**src/rtl/bti_arb2.sv**
```systemverilog
// Two-master BTI arbiter with an in-order ID FIFO that routes each slave response to its owner.
// Optional macro BTI_ARB_RR_EN selects round-robin arbitration; otherwise m0 has fixed priority.
module bti_arb2 #(
  parameter int BTI_AW    = 32,
  parameter int BTI_DW    = 32,
  parameter int OST_DEPTH = 2
) (
  input  logic                clk,
  input  logic                rst,
  input  logic                m0_req_vld,
  output logic                m0_req_rdy,
  input  logic [BTI_AW-1:0]   m0_req_addr,
  input  logic                m0_req_wr,
  input  logic [BTI_DW-1:0]   m0_req_wdata,
  input  logic [BTI_DW/8-1:0] m0_req_strb,
  output logic                m0_rsp_vld,
  input  logic                m0_rsp_rdy,
  output logic [BTI_DW-1:0]   m0_rsp_data,
  input  logic                m1_req_vld,
  output logic                m1_req_rdy,
  input  logic [BTI_AW-1:0]   m1_req_addr,
  input  logic                m1_req_wr,
  input  logic [BTI_DW-1:0]   m1_req_wdata,
  input  logic [BTI_DW/8-1:0] m1_req_strb,
  output logic                m1_rsp_vld,
  input  logic                m1_rsp_rdy,
  output logic [BTI_DW-1:0]   m1_rsp_data,
  output logic                s_req_vld,
  input  logic                s_req_rdy,
  output logic [BTI_AW-1:0]   s_req_addr,
  output logic                s_req_wr,
  output logic [BTI_DW-1:0]   s_req_wdata,
  output logic [BTI_DW/8-1:0] s_req_strb,
  input  logic                s_rsp_vld,
  output logic                s_rsp_rdy,
  input  logic [BTI_DW-1:0]   s_rsp_data
);

  localparam int PTR_W = (OST_DEPTH > 1) ? $clog2(OST_DEPTH) : 1;
  localparam int CNT_W = $clog2(OST_DEPTH) + 1;

  function automatic logic [PTR_W-1:0] ptr_inc(input logic [PTR_W-1:0] p);
    if (OST_DEPTH == 1) return '0;
    return p + PTR_W'(1);
  endfunction

  logic             hold;
  logic             hold_idx;
  logic             win_idx;
  logic             win_vld;
  logic             fifo_full;
  logic             fifo_empty;
  logic             push;
  logic             pop;
  logic             head;
  logic [PTR_W-1:0] wr_ptr;
  logic [PTR_W-1:0] rd_ptr;
  logic [CNT_W-1:0] count;
  logic [OST_DEPTH-1:0] id_mem;

`ifdef BTI_ARB_RR_EN
  logic rr_ptr;
`endif

  // A stalled request keeps its grant so the slave sees a stable payload.
  always_comb begin
    win_idx = 1'b0;
    if (hold) begin
      win_idx = hold_idx;
    end else if (m0_req_vld && m1_req_vld) begin
`ifdef BTI_ARB_RR_EN
      win_idx = rr_ptr;
`else
      win_idx = 1'b0;
`endif
    end else begin
      win_idx = m1_req_vld;
    end
  end

  assign win_vld    = win_idx ? m1_req_vld : m0_req_vld;
  assign fifo_full  = (count == CNT_W'(OST_DEPTH));
  assign fifo_empty = (count == '0);
  assign head       = id_mem[rd_ptr];

  assign s_req_vld   = win_vld && !fifo_full && !rst;
  assign m0_req_rdy  = !win_idx && s_req_rdy && !fifo_full && !rst;
  assign m1_req_rdy  = win_idx && s_req_rdy && !fifo_full && !rst;
  assign s_req_addr  = win_idx ? m1_req_addr  : m0_req_addr;
  assign s_req_wr    = win_idx ? m1_req_wr    : m0_req_wr;
  assign s_req_wdata = win_idx ? m1_req_wdata : m0_req_wdata;
  assign s_req_strb  = win_idx ? m1_req_strb  : m0_req_strb;

  assign m0_rsp_vld  = s_rsp_vld && !fifo_empty && !head && !rst;
  assign m1_rsp_vld  = s_rsp_vld && !fifo_empty && head && !rst;
  assign s_rsp_rdy   = (head ? m1_rsp_rdy : m0_rsp_rdy) && !fifo_empty && !rst;
  assign m0_rsp_data = s_rsp_data;
  assign m1_rsp_data = s_rsp_data;

  assign push = s_req_vld && s_req_rdy;
  assign pop  = s_rsp_vld && s_rsp_rdy;

  always_ff @(posedge clk or posedge rst) begin
    if (rst) begin
      hold     <= 1'b0;
      hold_idx <= 1'b0;
    end else begin
      hold <= s_req_vld && !s_req_rdy;
      if (s_req_vld && !s_req_rdy) hold_idx <= win_idx;
    end
  end

`ifdef BTI_ARB_RR_EN
  always_ff @(posedge clk or posedge rst) begin
    if (rst) rr_ptr <= 1'b0;
    else if (push) rr_ptr <= ~win_idx;
  end
`endif

  // ID FIFO: owner bit per outstanding transaction, popped in request order.
  always_ff @(posedge clk or posedge rst) begin
    if (rst) begin
      wr_ptr <= '0;
      rd_ptr <= '0;
      count  <= '0;
    end else begin
      if (push) wr_ptr <= ptr_inc(wr_ptr);
      if (pop)  rd_ptr <= ptr_inc(rd_ptr);
      case ({push, pop})
        2'b10:   count <= count + CNT_W'(1);
        2'b01:   count <= count - CNT_W'(1);
        default: count <= count;
      endcase
    end
  end

  always_ff @(posedge clk) begin
    if (push) id_mem[wr_ptr] <= win_idx;
  end

  a_rsp_when_empty: assert property (@(posedge clk) disable iff (rst) !(s_rsp_vld && fifo_empty));

endmodule

```
**config.mk**
```make
export PLATFORM = sky130hd
export DESIGN_NAME = bti_arb2
export DESIGN_NICKNAME = d
export VERILOG_FILES = /design/src/rtl/bti_arb2.sv
export SDC_FILE = /design/constraint.sdc
export NUM_CORES = 1
export LEC_CHECK = 0
export ABC_AREA = 1
export CORE_AREA = 3 3 124 126
export DETAILED_ROUTE_END_ITERATION = 12
export DIE_AREA = 0 0 127 129
export SKIP_CTS_REPAIR_TIMING = 1
export SLEW_MARGIN = 10
export SYNTH_ARGS = -nofsm -noshare
export SYNTH_HDL_FRONTEND = slang
export SYNTH_SLANG_ARGS = --single-unit
```
**constraint.sdc**
```tcl
create_clock -name clk -period 4.85 [get_ports clk]
set_input_delay 0.97 -clock clk [delete_from_list [all_inputs] [get_ports clk]]
set_output_delay 0.97 -clock clk [all_outputs]
set_load 0.02 [all_outputs]
```
Word level (Yosys, flattened, before mapping). Index checks and enable logic that the tools add are counted.

Bits in registers: 8. Bits of input ports: 178. Output and inout bits: 139. Word-level logic and storage cells: 58.

Add/subtract/negate cells: 4. Magnitude comparators: 3. Equality and inequality tests: 3. Muxes and demuxes: 14. Reductions and logical operators: 28.

Operators by type and width (count): 32-bit 2-to-1 mux (2); 1-bit logical AND (20); 1-bit 2-to-1 mux (8); 1-bit logical NOT (6); 2-bit equality test (second input constant) (2); 1-bit by 2-bit less-than comparator with 1-bit output (second input constant) (2); 4-bit 2-to-1 mux (1); 2-bit one-hot mux with 2 select lines (1); 1-bit adder (second input constant) (2); 2-bit by 1-bit adder with 2-bit output (second input constant) (1); 2-bit bitwise mux (1); 2-bit by 1-bit equality test with 1-bit output (second input constant) (1); 2-bit logical NOT (1); 2-bit nonzero test (1); 2-bit by 1-bit subtractor with 2-bit output (second input constant) (1); 1-bit demux with 1-bit select (1); 1-bit greater-or-equal comparator (second input constant) (1).

Longest topological paths before layout. Gate-level depths: netlist of the first run.

Depth in word-level cells: 9. Depth in mapped cells: 10. Depth with buffers taken out: 10.

Least setup slack after synthesis of the first run. No wires, ideal clock.

Path type: input to output. From: input m0_req_vld. To: output m1_req_rdy. Data arrival time: 1881 ps. Data required time: 3880 ps. Path slack: 1999 ps. Cell stages on the path: 6. Path buffers: 1. Cell sequence: inv_1 -> nand2_1 -> o21ai_2 -> inv_2 -> buf_2 -> nor2_1.

Cells in the longest elaborated chain, start to end: 6.

RTL lines: start: declaration (RTL line 10) `input logic m0_req_vld,`; 1-bit logical AND (RTL line 70) `end else if (m0_req_vld && m1_req_vld) begin`; 1-bit 2-to-1 mux (RTL line 70); 1-bit 2-to-1 mux (RTL line 68) `if (hold) begin`; 1-bit logical AND (3 in series) (RTL line 88) `assign m1_req_rdy = win_idx && s_req_rdy && !fifo_full && !rst;`; end: declaration (RTL line 20) `output logic m1_req_rdy,`.

No other way between the ends.

Worst setup path in the final report of the first run.
From: input m1_req_vld. To: output s_req_addr[12].

Cells in the longest elaborated chain, start to end: 4.

RTL lines: start: declaration (RTL line 19) `input logic m1_req_vld,`; 1-bit logical AND (RTL line 70); 1-bit 2-to-1 mux * (RTL line 70); 1-bit 2-to-1 mux * (RTL line 68); 32-bit 2-to-1 mux * (RTL line 89) `assign s_req_addr = win_idx ? m1_req_addr : m0_req_addr;`; end: declaration (RTL line 30) `output logic [BTI_AW-1:0] s_req_addr,`.

Mark *: on every way between the ends. The rest lies on a longest branch, timed or not.

==> results of run 1 <==
worst min-delay path by stage:
stage | from | end | cells past startpoint
floorplan | wr_ptr | wr_ptr | 2
global placement | wr_ptr | wr_ptr | 2
detailed placement | wr_ptr | wr_ptr | 2
CTS | wr_ptr | wr_ptr | 2
global route | wr_ptr | wr_ptr | 2
finish | wr_ptr | wr_ptr | 2
area by class of cell:
type	count	area, sq um	share of cell area, %
tap	184	230	6.05
timing repair buffer	224	2230	58.6
sequential	8	210	5.52
multi-input combinational	250	992	26.1
clock buffer	4	78.8	2.07
inverter	17	63.8	1.68
layer usage:
layer  wire length, microns  GRT usage [%]  up-vias
met4                    170           2.59        0
met2                   3440           13.2      161
met1                   3030           10.2      962
met3                    994           3.57       23
met5                      0              0        -
li1                       -              -     1282
sequential cells by signal (all words and copies together) (netlist names):
register,count
wr_ptr,1
hold_idx,1
count,2
id_mem,2
hold,1
rd_ptr,1
critical path: stages:
cell and delay, ns:
sky130_fd_sc_hd__clkdlybuf4s50_1 0.48, sky130_fd_sc_hd__nand2_1 0.11, sky130_fd_sc_hd__o21ai_4 0.18, sky130_fd_sc_hd__buf_4 0.42
sky130_fd_sc_hd__nand2_1 0.12, sky130_fd_sc_hd__nand2_1 0.09, sky130_fd_sc_hd__clkdlybuf4s50_1 0.60
power by group:
group          internal, W  leakage, nW  switching [W]  total (W)
Combinational     0.000298         1.67       0.000280   0.000578
Sequential       0.0000926       0.0931      0.0000223   0.000115
Clock             0.000109       0.0382      0.0000318   0.000141
Total             0.000500         1.80       0.000334   0.000834
cell usage after synthesis:
cell type | count | share of area [%]
sky130_fd_sc_hd__inv_2 | 1 | 0.21
sky130_fd_sc_hd__nand2_1 | 227 | 47
sky130_fd_sc_hd__buf_2 | 14 | 3.9
sky130_fd_sc_hd__nand4_1 | 2 | 0.69
sky130_fd_sc_hd__o21ai_2 | 1 | 0.48
sky130_fd_sc_hd__inv_1 | 16 | 3.3
sky130_fd_sc_hd__a21oi_1 | 2 | 0.55
sky130_fd_sc_hd__dfrtp_1 | 6 | 8.3
sky130_fd_sc_hd__o21ai_0 | 1 | 0.28
sky130_fd_sc_hd__xnor2_1 | 2 | 0.97
sky130_fd_sc_hd__buf_4 | 64 | 27
sky130_fd_sc_hd__edfxtp_1 | 2 | 3.3
sky130_fd_sc_hd__a21oi_2 | 1 | 0.48
sky130_fd_sc_hd__nand3_1 | 4 | 1.1
sky130_fd_sc_hd__ha_1 | 1 | 0.69
sky130_fd_sc_hd__nand3b_1 | 1 | 0.42
sky130_fd_sc_hd__nor2_1 | 8 | 1.7
through the flow:
stage          hold WS (ns)  cells  power [W]  area, sq um
6_report              0.479    687   0.000834         3810
5_1_grt               0.543    687   0.000904         3810
2_1_floorplan         0.442    353   0.000462         1810
3_5_place_dp          0.460    683   0.000697         3730
3_3_place_gp          0.456    683   0.000699         3730
4_1_cts               0.486    687   0.000846         3810
logic make-up after synthesis:
| group | count (synthesis) |
|---|---|
| adder cells (fa/ha/maj) | 1 |
| buffers and inverters | 95 |
| flip-flops | 8 |
| AND/OR/NAND/NOR | 242 |
| XOR/XNOR | 2 |
| AO/OA/AOI/OAI | 5 |
==> results by stage, run 1 <==
Synthesis:
- The mux contribution to synthesized area is 0%.
- Summing the areas of all compound-gate instances in the mapped netlist gives 1.80% of the synthesized area.
- The post-synthesis net count is 532.
- The number of warning messages in the yosys log is 0.
- The share of synthesized area occupied by flip-flops and latches is 11.6%.
- The post-synthesis register bit count is 8.
- The count of different cell masters after synthesis is 17.
- Summing every instance area after synthesis gives 0.00181 sq mm.
- The average cell area after synthesis is 5.13 sq um.
- The post-synthesis instance total is 353.
- The combinational family with the most area after synthesis is simple AND/OR/NAND/NOR gates.
- After Yosys synthesis, XOR and XNOR cells account for less than 1% of the synthesized area.
- The adder-cell share of the synthesized area is 0.692%.
- The synthesized netlist devotes 51.0% of its cell area to simple gates.

Global route:
- The first global-routing pass estimated 11,300 microns of wire.
- The total congestion overflow is 0.
- The number of antenna violations at the first check in global routing was 0.
- Global routing used 8.32% of the available tracks across all layers.
- Entering global routing, the biggest net connects between 40 and 50 pins.
- The via count of the first global-routing pass is 2,363.

Route:
- The average wire length per cell after detail routing is about 11 microns.
- The post-route antenna net violation count is 0.
- The count of TritonRoute iterations in the first routing pass is 4.
- Dividing the detail-routed via count by the number of cells gives roughly 3.5.
- The detailed-route DRC error count is 0.
- The total number of vias is about 2,400.
- The number of DRC markers after the initial detailed-route iteration is 42.
- The wire length after detailed routing is about 7600 microns.

Die:
- The overall die area is 0.0164 sq mm.
- In this run the core area contains 44 standard-cell rows.
- The die boundary width is 127 microns.
- During I/O placement, the number of pins put on the boundary was 317.
- The region available for standard cell placement spans 0.0144 sq mm.
- Once the floorplan was initialized, standard cells occupied 12.5% of the core.
- The die is roughly 130 microns tall.

Timing:
- The post-route setup TNS is 0 ns.
- The final critical-path share of the clock period is 82.2%.
- The clock arrives with about 0.0029 ns of skew.
- The highest achievable clock rate is 0.251 GHz.
- Setup violations remaining at the end of the flow were counted as 0.
- Across all setup checks in the final design, the least slack found is 0.865 ns.
- Setup repair after global routing left no endpoint under its margin.
- The actual slew at the worst max-slew pin is 0.459 ns.
- The minimum clock period is 3.99 ns.
- Measured against its own limit, the worst slew margin works out to 69.4%.
- The max-slew violation count is 0.
- The final-report hold violation count came to 0.

Critical path:
- In this run the register-to-register setup slack is 3.00 ns.
- The most critical setup path has its endpoint at s_req_addr[12].
- The length in cells of the worst reg-to-reg path is 9.
- The worst register-to-register path ends at count[1].
- Data on the critical path arrives at its endpoint at slightly above 3 ns.
- The sort of element at the end of the critical path is a primary output.
- The category of the worst setup path launch point is an input port.
- The endpoint required time on the critical path is approximately 3.9 ns.
- The most critical setup path has its startpoint at m1_req_vld.
- Along the worst path, the maximum fanout reaches 44.
- The critical path in this run is classified as in2out.
- The origin of the critical flop-to-flop path is count[0].

Final layout:
- The post-route netlist has 1.99% of its cells at a drive strength greater than 1.
- The final design utilization is a little over a quarter.
- For this run, the post-layout net count is 683.
- The number of fillers in the final layout is 1,612.
- The post-synthesis to final-layout area growth is 110%.
- 0 antenna diodes ended up in the layout.
- The most common library cell in the layout ignoring fill and taps is sky130_fd_sc_hd__nand2_1.
- In the layout the commonest cells are 227 x sky130_fd_sc_hd__nand2_1, 220 x sky130_fd_sc_hd__clkdlybuf4s50_1, 16 x sky130_fd_sc_hd__inv_1.

CTS:
- The clock tree from TritonCTS is built.
- The clock latency reported for the late side of the worst-skew pair is about 0.23 ns.
- TritonCTS created 3 clock buffers.
- The longest clock path from root to sink contains 2 buffers.
- The root buffer cell is sky130_fd_sc_hd__clkbuf_16.
- CTS built an H-tree with a depth of 1.
- Clock-pin slew was measured on the worst setup and hold paths at 0.04 ns.
- The tree built by TritonCTS fans out to 8 sinks.

Place:
- The routability congestion estimate is 0.693.
- Prior to clock tree synthesis, the placed netlist has a worst setup slack of 0.840 ns.
- The total of buffers placed on input and output ports is 220.
- The placed wire-length estimate is 6390 microns.

Min path:
- The path class of the lowest-slack min-delay path is reg2reg.

Outcome:
- The run finished with clean final reports.

Pwr:
- The peak ir drop on the vdd network is 99.0 uV.
- The total power divided by cell area is 219 mW/mm^2.
- The standby leakage power is around 1.8 nW.

Job:
- The number of max-capacitance violations reported is 0.
Note: power is estimated with default switching activity, not from simulation.
==> run 2: changes to the inputs <==
--- a/config.mk
+++ b/config.mk
@@ -6,9 +6,9 @@
 export NUM_CORES = 1
 export LEC_CHECK = 0
 export ABC_AREA = 1
-export CORE_AREA = 3 3 124 126
+export CORE_AREA = 3 3 122 124
 export DETAILED_ROUTE_END_ITERATION = 12
-export DIE_AREA = 0 0 127 129
+export DIE_AREA = 0 0 125 127
 export SKIP_CTS_REPAIR_TIMING = 1
 export SLEW_MARGIN = 10
 export SYNTH_ARGS = -nofsm -noshare
==> constraint.sdc (replaced) <==
create_clock -name clk -period 3.9 [get_ports clk]
set_input_delay 0.78 -clock clk [delete_from_list [all_inputs] [get_ports clk]]
set_output_delay 0.78 -clock clk [all_outputs]
set_load 0.02 [all_outputs]
==> results by stage, run 2 (synthesized netlist as in run 1, its figures left out) <==
Outcome:
- The flow ran to the end, and the final reports show no timing, DRC or antenna violations.

Pwr:
- The internal power component is 0.000625 W (+25%).
- The power dissipated by switching net loads came to 0.000422 W (+26%).
- The peak ir drop on the vdd network came to 129 uV (+31%).
- The portion of total power attributed to sequential cells is 13.6% (-0.2 points).
- The total power divided by cell area is 274 mW/mm^2 (+25%).
- The standby leakage power is 1.81 nW (+0.31%).
- The share of total power in the clock network is 17.1% (+0.2 points).
- The share of total power in combinational logic is 69.3% (about the same).
- The switching power as a share of total power came to 40.3% (+0.25 points).

Critical path:
- The endpoint required time on the critical path is 3.12 ns (-0.76 ns).
- The slack of the worst reg-to-reg path was 2.07 ns (-0.93 ns).
- The number of buffer and inverter stages on the critical path came to 3 (unchanged).
- The largest stage delay on the critical path came to 0.62 ns (+0.02 ns).
- The critical-path maximum fanout is 43 (-2.3%).
- The critical path goes through clkdlybuf4s50_1 -> nand2_1 -> o21ai_4 -> buf_4 -> nand2_1 -> nand2_1 -> clkdlybuf4s50_1.
- For this design, the slowest cell found on the critical path is sky130_fd_sc_hd__clkdlybuf4s50_1.
- Grouping stages by cell kind, the critical path spends the most delay in buffers and inverters.
- The sort of element at the end of the critical path is a primary output.
- The worst setup path is launched from an input port.
- The critical path is of the in2out type.
- The critical path arrival is 2.82 ns (-0.20 ns).
- The cell repeated most along the worst path is sky130_fd_sc_hd__nand2_1.

Final layout:
- The antenna diode instance count is 0 (unchanged).
- The area of all placed cells without fillers is 0.00381 sq mm (+0.20%).
- The area taken by flip-flops and latches is 210 sq um (unchanged).
- The number of fillers in the final layout came to 1,557 (-3.4%).
- The largest registers in the layout are count x2, id_mem x2.
- The share of final-layout standard cells stronger than drive strength 1 came to 1.99% (unchanged).
- In the layout the commonest cells are 227 x sky130_fd_sc_hd__nand2_1, 220 x sky130_fd_sc_hd__clkdlybuf4s50_1, 16 x sky130_fd_sc_hd__inv_1.
- Compared with the post-synthesis result, the final layout area differs by 111%.
- The net count reported at finish is 683 (unchanged).
- The most common library cell in the layout ignoring fill and taps is sky130_fd_sc_hd__nand2_1.
- The count of placed standard cells in the final layout, fillers left out is 683 (-0.58%).
- The multi-input gate area in the final layout is 992 sq um (unchanged).

Global route:
- The via count of the first global-routing pass is 2,396 (+1.4%).
- The total congestion overflow is 0 (unchanged).
- The wire length of the first global-routing pass is 11,900 microns (+5.1%).
- The total global-route track usage is 9.01% (+0.69 points).
- The pin count of the biggest net entering global routing was 44 (-2.2%).
- The number of antenna violations at the first check in global routing is 0 (unchanged).

Timing:
- The relative slew slack is 70.2% (+0.85 points).
- The post-route setup TNS is 0 ns (unchanged).
- The max-slew violation count came to 0 (unchanged).
- Setup repair after global routing left no endpoint under its margin.
- The setup-violating endpoint count in the final report came to 0 (unchanged).
- The clock skew is 0.00314 ns (+0.000285 ns).
- The final critical-path share of the clock period is 92.3%.
- The final-report hold violation count is 0 (unchanged).
- Based on the critical path, the design can be clocked at up to roughly 0.28 GHz.
- The actual slew at the worst max-slew pin is 0.447 ns (-0.0128 ns).
- The minimum clock period is 3.60 ns.

Route:
- The number of vias per cell after detailed routing is 3.59 (+1.5%).
- The average wire length per cell after detail routing came to 11.3 microns (+1.9%).
- The number of DRC markers after the initial detailed-route iteration is 49 (+17%).
- The total number of vias is 2,451 (+0.95%).
- The detailed-route DRC error count came to 0 (unchanged).
- The count of TritonRoute iterations in the first routing pass came to 4 (unchanged).
- The post-route antenna net violation count is 0 (unchanged).
- The wire length after detailed routing is 7730 microns (+1.3%).

Min path:
- The tightest min-delay check is of the reg2reg type.

Place:
- The placed wire-length estimate was 6490 microns (+1.6%).
- The count of placed standard cells including taps is 679 (-0.59%).
- The routability congestion estimate came to 0.721 (+4.1%).
- The post-place instance area is 0.00374 sq mm (+0.20%).
- The total of buffers placed on input and output ports is 220 (unchanged).

CTS:
- The clock transition at the registers of the reported paths is 0.04 ns (about the same).
- The maximum buffer depth of the clock tree is 2 (unchanged).
- The clock latency reported for the late side of the worst-skew pair is 0.23 ns (about the same).
- In this run the clock root is driven by a sky130_fd_sc_hd__clkbuf_16.
- The clock tree from TritonCTS is built.
- The number of CTS-inserted buffers is 3 (unchanged).
- The H-tree depth was 1 (unchanged).
- The number of sinks handled by clock tree synthesis was 8 (unchanged).

Die:
- The number of top-level pins is 317 (unchanged).
- The die boundary width is 125 microns (-1.6%).
- The core area is 0.0139 sq mm (-3.8%).
- The standard-cell row count is 43 (-2.3%).
- The vertical die dimension is 127 microns (-1.6%).
- The overall die area is 0.0159 sq mm (-3.1%).
- The initial core utilization is 13.0% (+0.49 points).

Job:
- The number of max-capacitance violations reported was 0 (unchanged).
==> run 2: worst reg2reg max path: cells and delay by family, from the launching register on <==
| family | cells | cell delay [ns] |
|---|---|---|
| fa+ha+maj | 1 | 0.34 |
| buf+inv | 2 | 0.13 |
| compound gates | 3 | 0.41 |
| simple gates | 2 | 0.30 |
| flops | 1 | 0.40 |
| xor+xnor | 1 | 0.14 |
==> run 2: layer usage <==
layer,GRT usage (%),vias up,share of wire [%]
li1,-,1282,-
met1,10.6,978,39
met2,15.1,170,47
met3,3.51,21,12
met4,3.13,0,2.0
met5,0,-,0
==> run 2: final timing paths <==
kind,from,to,depth (start not counted)
max in group asynchronous,rst,hold_idx,2
setup reg to reg,count[0],count[1],9
min in group asynchronous,rst,wr_ptr,2
setup / recovery,m1_req_vld,s_req_wdata[9],7
hold reg to reg,wr_ptr,wr_ptr,2
hold / removal,wr_ptr,wr_ptr,2
==> run 2: power by group through the flow <==
stage	Combinational, W	Sequential (W)	Clock [W]
finish	0.000726	0.000143	0.000179
global route	0.000793	0.000148	0.000185
CTS	0.000737	0.000142	0.000182
detailed placement	0.000733	0.000143	0
global placement	0.000734	0.000143	0
floorplan	0.000439	0.000135	0
==> run 2: per-stage QoR <==
stage	worst slack [ns]	hold WS (ns)	util [%]	total power, W
finish	0.299	0.483	27.5	0.00105
CTS	0.236	0.480	27.5	0.00106
global route	0.139	0.539	27.5	0.00113
global placement	0.266	0.463	26.9	0.000877
detailed placement	0.247	0.471	26.9	0.000876
floorplan	1.43	0.442	-	0.000574
==> run 2: cell type report <==
cell class / instances / share of cell area, %
Tap cell: 180 / 5.90
Sequential cell: 8 / 5.51
Multi-Input combinational cell: 250 / 26.0
Timing Repair Buffer: 224 / 58.8
Inverter: 17 / 1.67
Clock buffer: 4 / 2.07
==> run 3: changes to the inputs <==
--- a/config.mk
+++ b/config.mk
@@ -9,7 +9,6 @@
 export CORE_AREA = 3 3 122 124
 export DETAILED_ROUTE_END_ITERATION = 12
 export DIE_AREA = 0 0 125 127
-export SKIP_CTS_REPAIR_TIMING = 1
 export SLEW_MARGIN = 10
 export SYNTH_ARGS = -nofsm -noshare
 export SYNTH_HDL_FRONTEND = slang
==> results of run 3 <==
Final layout, timing and power as in run 2 (identical DEF).
